<file path="config.mk">
export PLATFORM = sky130hd
export DESIGN_NAME = shift_unit_iter
export DESIGN_NICKNAME = d
export VERILOG_FILES = /design/src/rtl/shift_unit_iter.sv
export SDC_FILE = /design/constraint.sdc
export NUM_CORES = 1
export LEC_CHECK = 0
export ABC_AREA = 1
export CORE_MARGIN = 4
export CORE_UTILIZATION = 50
export CTS_BUF_LIST = sky130_fd_sc_hd__clkbuf_4
export DETAILED_ROUTE_END_ITERATION = 6
export PLACE_DENSITY_LB_ADDON = 0.08
export SYNTH_ARGS = -nofsm -noshare
export SYNTH_HDL_FRONTEND = slang
export SYNTH_SLANG_ARGS = --single-unit
</file>
<file path="constraint.sdc">
create_clock -name clk -period 3.1 [get_ports clk]
set_input_delay 0.62 -clock clk [delete_from_list [all_inputs] [get_ports clk]]
set_output_delay 0.62 -clock clk [all_outputs]
set_load 0.02 [all_outputs]
</file>
<file path="src/rtl/shift_unit_iter.sv">
// Iterative EX-stage shifter: shifts the rt operand by up to STEP bits per cycle,
// holding busy while shifting and pulsing done for one cycle when the result is final.
module shift_unit_iter #(
  parameter int WIDTH = 32,
  parameter int STEP  = 1
) (
  input  logic             clk,
  input  logic             rst,
  input  logic             start,
  input  logic [1:0]       op,
  input  logic [WIDTH-1:0] a,
  input  logic [WIDTH-1:0] shamt_ext,
  input  logic             flush,
  output logic             busy,
  output logic             done,
  output logic [WIDTH-1:0] result
);

  localparam int SW = $clog2(WIDTH);
  localparam logic [SW-1:0] STEP_AMT = SW'(STEP);

  localparam logic [1:0] ST_IDLE  = 2'd0;
  localparam logic [1:0] ST_SHIFT = 2'd1;
  localparam logic [1:0] ST_DONE  = 2'd2;

  localparam logic [1:0] OP_SLL  = 2'b00;
  localparam logic [1:0] OP_SRL  = 2'b01;
  localparam logic [1:0] OP_SRA  = 2'b10;
  localparam logic [1:0] OP_PASS = 2'b11;

  logic [1:0]       state_r, state_s;
  logic [WIDTH-1:0] work_r, work_s;
  logic [SW-1:0]    rem_r, rem_s;
  logic [SW-1:0]    step_s;
  logic [1:0]       op_r, op_s;
  logic             sign_r, sign_s;
  logic             busy_r, busy_s;
  logic             done_r, done_s;
  logic             accept_s;
  logic             unused_s;

  // One partial shift; SRA fills the vacated top bits with the sign latched at accept.
  function automatic logic [WIDTH-1:0] shift_step(
    input logic [WIDTH-1:0] w,
    input logic [1:0]       o,
    input logic             sgn,
    input logic [SW-1:0]    s
  );
    logic [WIDTH-1:0] fill;
    fill = sgn ? ~({WIDTH{1'b1}} >> s) : {WIDTH{1'b0}};
    case (o)
      OP_SLL:  shift_step = w << s;
      OP_SRL:  shift_step = w >> s;
      OP_SRA:  shift_step = (w >> s) | fill;
      default: shift_step = w;
    endcase
  endfunction

  assign unused_s = ^shamt_ext[WIDTH-1:SW];

  // Next-state, work-register and output-flag computation.
  always_comb begin
    state_s  = state_r;
    work_s   = work_r;
    rem_s    = rem_r;
    op_s     = op_r;
    sign_s   = sign_r;
    step_s   = (rem_r < STEP_AMT) ? rem_r : STEP_AMT;
    accept_s = start && !flush && ((state_r == ST_IDLE) || (state_r == ST_DONE));
    if (flush) begin
      state_s = ST_IDLE;
    end else if (accept_s) begin
      op_s   = op;
      work_s = a;
      rem_s  = shamt_ext[SW-1:0];
      sign_s = a[WIDTH-1];
      if ((shamt_ext[SW-1:0] == {SW{1'b0}}) || (op == OP_PASS)) begin
        state_s = ST_DONE;
      end else begin
        state_s = ST_SHIFT;
      end
    end else begin
      case (state_r)
        ST_IDLE: state_s = ST_IDLE;
        ST_SHIFT: begin
          work_s  = shift_step(work_r, op_r, sign_r, step_s);
          rem_s   = rem_r - step_s;
          state_s = (rem_s == {SW{1'b0}}) ? ST_DONE : ST_SHIFT;
        end
        ST_DONE: state_s = ST_IDLE;
        default: state_s = ST_IDLE;
      endcase
    end
    busy_s = (state_s == ST_SHIFT);
    done_s = (state_s == ST_DONE);
  end

  // State and datapath registers with synchronous reset.
  always_ff @(posedge clk) begin
    if (rst) begin
      state_r <= ST_IDLE;
      work_r  <= {WIDTH{1'b0}};
      rem_r   <= {SW{1'b0}};
      op_r    <= 2'b00;
      sign_r  <= 1'b0;
      busy_r  <= 1'b0;
      done_r  <= 1'b0;
    end else begin
      state_r <= state_s;
      work_r  <= work_s;
      rem_r   <= rem_s;
      op_r    <= op_s;
      sign_r  <= sign_s;
      busy_r  <= busy_s;
      done_r  <= done_s;
    end
  end

  assign busy   = busy_r;
  assign done   = done_r;
  assign result = work_r;

endmodule

</file>
---- After elaboration in Yosys (flattened, before gate mapping) ----
Index checks and enable logic that the tools add are counted.
storage, ports and cells
  logic and storage cells ................. 48
  register bits after elaboration ......... 44
  output and inout bits ................... 34
  input port bits ......................... 70
cells by class
  bitwise gates (word level) .............. 3
  shifts and indexed selects .............. 3
  reductions and logical operators ........ 14
  $add $sub $neg .......................... 1
  equal/unequal tests ..................... 7
  muxes and demuxes ....................... 12
  $lt $le $gt $ge ......................... 1
operator list
  operator                                                     count
  two-way mux 32 bit                                           3
  one-hot mux 32 bit (3 select lines)                          1
  inverter 32 bit                                              1
  OR 32 bit                                                    1
  << shifter 32 x 5 -> 32 bit                                  1
  >> shifter 32 x 5 -> 32 bit                                  1
  >> shifter 32 x 5 -> 32 bit (first input constant)           1
  two-way mux 5 bit                                            3
  logical NOT 5 bit                                            2
  two-way mux 2 bit                                            5
  == test 2 bit (second input constant)                        4
  == test 2 x 1 -> 1 bit (second input constant)               3
  less-than comparator 5 x 1 -> 1 bit (second input constant)  1
  subtractor 5 bit                                             1
  logical NOT 2 bit                                            2
  AND reduction 2 bit                                          2
  nonzero test 4 bit                                           1
  AND reduction 3 bit                                          1
  logical AND 1 bit                                            2
  logical OR 1 bit                                             2
  nonzero test 2 bit                                           1
  logical NOT 1 bit                                            1
  inverter 1 bit                                               1

---- Depth between registers and ports, before layout ----
  word-level depth ........................ 9
  depth in mapped cells ................... 13
  depth with buffers taken out ............ 13

---- Least setup slack after synthesis ----
No wires, ideal clock.
  kind .................................... input port to flip-flop
  start ................................... input port flush
  end ..................................... register rem_r[1]
  data required time ...................... 2.972 ns
  arrival ................................. 1.465 ns
  buffers on the path ..................... 3
  slack ................................... 1.508 ns
  cell stages on the path ................. 8
  setup time .............................. 0.128 ns
  path through ............................ nor2_2 nand2_2 buf_6 inv_2 buf_6 buf_4 a221oi_1 nor2_1
on the way
  word-level cells in the longest chain between the ends .. 5
  elaborated cells between the ends (all ways) .. 7
  classes of those cells .................. 1 x mux; 1 x bitwise; 5 x reduce/logical
ends and longest elaborated chain
  item                            RTL line  text
  from (decl)                     13        input logic flush,
  logical NOT 1 bit               69        accept_s = start && !flush && ((state_r == ST_IDLE) || (state_r == ST_DONE));
  logical AND 1 bit (2 in a row)  69
  nonzero test 2 bit (no line)    -
  AND reduction 2 bit (no line)   -
  to (signal assigned)            103       rem_r <= {SW{1'b0}};
  to (signal assigned)            111       rem_r <= rem_s;
  to (decl)                       33        logic [SW-1:0] rem_r, rem_s;
Parallel ways exist; a longest one is shown, timed or not.
A chain may end at the register's enable or synchronous reset.

---- Worst setup path after layout ----
  start ................................... register op_r[0]
  end ..................................... register work_r[31], in the netlist result[31]
on the way
  word-level cells in the longest chain between the ends .. 4
  elaborated cells between the ends (all ways) .. 8
  classes of those cells .................. 2 x eq/ne; 3 x mux; 3 x reduce/logical
ends and longest elaborated chain
  item                                   RTL line  text
  from (decl)                            35        logic [1:0] op_r, op_s;
  from (signal assigned)                 112       op_r <= op_s;
  == test 2 bit (tied with other cells)  51        case (o)
  one-hot mux 32 bit (3 select lines)    51
  two-way mux 32 bit                     83        case (state_r)
  two-way mux 32 bit                     72        end else if (accept_s) begin
  to (signal assigned)                   102       work_r <= {WIDTH{1'b0}};
  to (signal assigned)                   110       work_r <= work_s;
  to (decl)                              32        logic [WIDTH-1:0] work_r, work_s;
Parallel ways exist; a longest one is shown, timed or not. The select of a mux whose other input is x is not followed.

==> results.toml <==
[drt]
route.vias.total = 3087
wl_per_cell_um = 12.2
drt_iter0_drc = 176
viasPerCell = 5.00
ant_nets = 0
first_pass_iters = 4
routed_wl_um = 7520
drc = 0

[layout]
instances_no_fill = 618
antenna_cells = 0
design_area_um2 = 3640
drive_gt1_share_pct = 5.13
area_delta_synth_final_pct = 28.4
final_nets = 620

[status]
status = "completed"

[worst_setup_path]
rr_worst_depth = 10
cp_data_arrival_time_ns = 2.56
crit_required_ns = 3.40
reg2reg_slack_ns = 0.83
cp-end-kind = "flip-flop"
path_class = "flip-flop to flip-flop"
path_max_fanout = 20
startpoint_type = "flip-flop"

[power_and_ir_drop]
switchingPower_mw = 0.613
pwr-share-clk_pct = 17.5
combPwrFrac_pct = 41.1
p_per_area_nw_per_um2 = 435
swShare_pct = 38.7
internal-power_mw = 0.970
leakage_nw = 1.69
vdd_drop_max_uv = 191
seqPwrFrac_pct = 41.3

[logic_synthesis]
ys_seq_area_share_pct = 31.1
syn_nets = 553
yosysUniqueCellTypes = 29
ys_async_sr_fraction_pct = 0
synth.top_cell.area_share_pct = 31.1
synth.most_common_cell = "nand2_1"
synth_seq_cells = 44
synth_flop_cell = "dfxtp_1"
postSynthAreaPerCell_um2 = 5.92
yosys-top-cells-count = "163 x nand2_1, 62 x inv_1, 50 x nor2_1, 44 x dfxtp_1, 37 x a21oi_1"
synth_area_leader_cell = "dfxtp_1"
yosys_warnings = 0
synth_edf_count = 0
synth_area_leaders = "dfxtp_1 31%, nand2_1 22%, inv_1 8.2%, nor2_1 6.6%, a21oi_1 6.5%"
syn_area_um2 = 2840
syn_inst = 479

[min_path]
hold_path.class = "flip-flop to flip-flop"
min_path_cells = 2

[clocking]
postCtsHoldBufs = 0
cts_resized = 0
cts_setup_buffers = 0
clk_pin_slew_ns = 0.13
cts_tree = "yes"
clk_latency_ns = 0.35
cts_made_buffers = 5
h-tree-depth = 2
cts_root_buf = "clkbuf_4"
clk_path_buf_depth = 2
clock-sinks = 44

[flow_run]
cap_violations = 0

[die]
num_rows = 27
initial_utilization_pct = 51.5
fp.dieH_um = 83.3
dieArea_um2 = 6940
dieWidth_um = 83.3
io_pins = 104
core-area_um2 = 5510

[sta]
fin_tns_setup_ns = 0
fmax_mhz = 441
relSlewSlack_pct = 54.2
finalHoldViolCount = 0
drv_slew = 0
fin_skew_ns = 0.00438
rsz0062_at_grt = "false"
tightest_slew_ns = 0.682
fin_crit_ns = 2.27
setup_viol = 0
min_period_over_period_pct = 73.1

[global_route]
grt_pass1_wl_um = 12700
grt_pass1_vias = 2899
grtUsageTotal_pct = 21.6
antenna_found_initial = 0
gr-total-overflow = 0
grt_start_max_net_pins = 32

[placed_design]
io_buffers = 76
postPlaceCellArea_um2 = 3590
placedCellCount = 611
dpl.hpwl_um = 5490
gp_congestion = 0.846
sequential cells by signal, summed over array words and instances (netlist names):
register  cells
state_r       2
result       32
op_r          2
sign_r        1
rem_r         5
busy          1
done          1
cell type report:
cell class	count	area, um^2
tap	72	90.1
clock buffer	6	45.0
multi-input combinational	347	1560
clock inverter	1	5.00
inverter	63	236
fill	546	1870
sequential	44	881
timing repair buffer	85	828
placed cells by master (no fill, tap or decap), drive strengths merged, types with 2 or more instances in the layout:
| cell type | netlist | final |
|---|---|---|
| a211oi | 2 | 2 |
| a21oi | 38 | 38 |
| a31oi | 2 | 2 |
| buf | 19 | 9 |
| clkbuf | 6 | 6 |
| clkdlybuf4s50 | 0 | 76 |
| dfxtp | 44 | 44 |
| ha | 4 | 4 |
| inv | 63 | 63 |
| nand2 | 167 | 167 |
| nand3 | 18 | 18 |
| nand3b | 2 | 2 |
| nand4 | 2 | 2 |
| nor2 | 55 | 55 |
| nor3 | 3 | 3 |
| o21ai | 49 | 49 |
per-stage QoR:
stage	utilization, %	hold slack, ns	total power [mW]	setup slack [ns]
finish	66.1	0.477	1.58	0.833
global route	66.1	0.509	1.70	0.637
CTS	66.1	0.479	1.59	0.851
detailed placement	65.2	0.459	1.31	0.491
global placement	65.2	0.453	1.31	0.471
floorplan	-	0.446	1.11	1.51
worst max-delay path, stage by stage, from the launching register on:
cell	delay [ns]
dfxtp_1	0.36
inv_1	0.08
ha_1	0.72
nand2_1	0.17
inv_1	0.41
nand2_1	0.09
nand2_1	0.09
nand2_1	0.05
nand2_1	0.05
nand2_1	0.04
a21oi_1	0.14
power by group through the flow:
stage          Clock [mW]  Combinational (mW)  Sequential [mW]
6_report            0.278               0.651            0.654
5_1_grt             0.306               0.734            0.661
4_1_cts             0.286               0.652            0.654
3_5_place_dp            0               0.649            0.666
3_3_place_gp            0               0.641            0.665
2_1_floorplan           0               0.400            0.707
path summary, 6_finish.rpt:
| path | from | to |
|---|---|---|
| worst min-delay path | sign_r$_SDFFE_PP0P_ | sign_r$_SDFFE_PP0P_ |
| worst max-delay path | op_r[0]$_SDFFE_PP0P_ | result[31]$_SDFFE_PP0P_ |
| worst max register to register | op_r[0]$_SDFFE_PP0P_ | result[31]$_SDFFE_PP0P_ |
| worst min register to register | sign_r$_SDFFE_PP0P_ | sign_r$_SDFFE_PP0P_ |
kinds of logic (layout without fill, tap and decap cells):
group | count (synthesis) | in the layout | synth area share, %
flip-flops | 44 | 44 | 31.1
AND/OR/NAND/NOR | 249 | 249 | 35.5
AO/OA/AOI/OAI | 94 | 94 | 17.6
buffers and inverters | 88 | 155 | 14.1
adder cells (fa/ha/maj) | 4 | 4 | 1.76
layer usage:
metal / wire length, um / share of wire, % / up-vias / GRT usage [%]
met5: 0 / 0 / - / 0
met4: 134 / 1.8 / 0 / 8.92
met3: 516 / 6.9 / 15 / 3.77
met2: 3500 / 46 / 97 / 36.2
met1: 3370 / 45 / 1349 / 27.3
li1: - / - / 1626 / -
No activity file was read; power rests on OpenSTA's default activity.
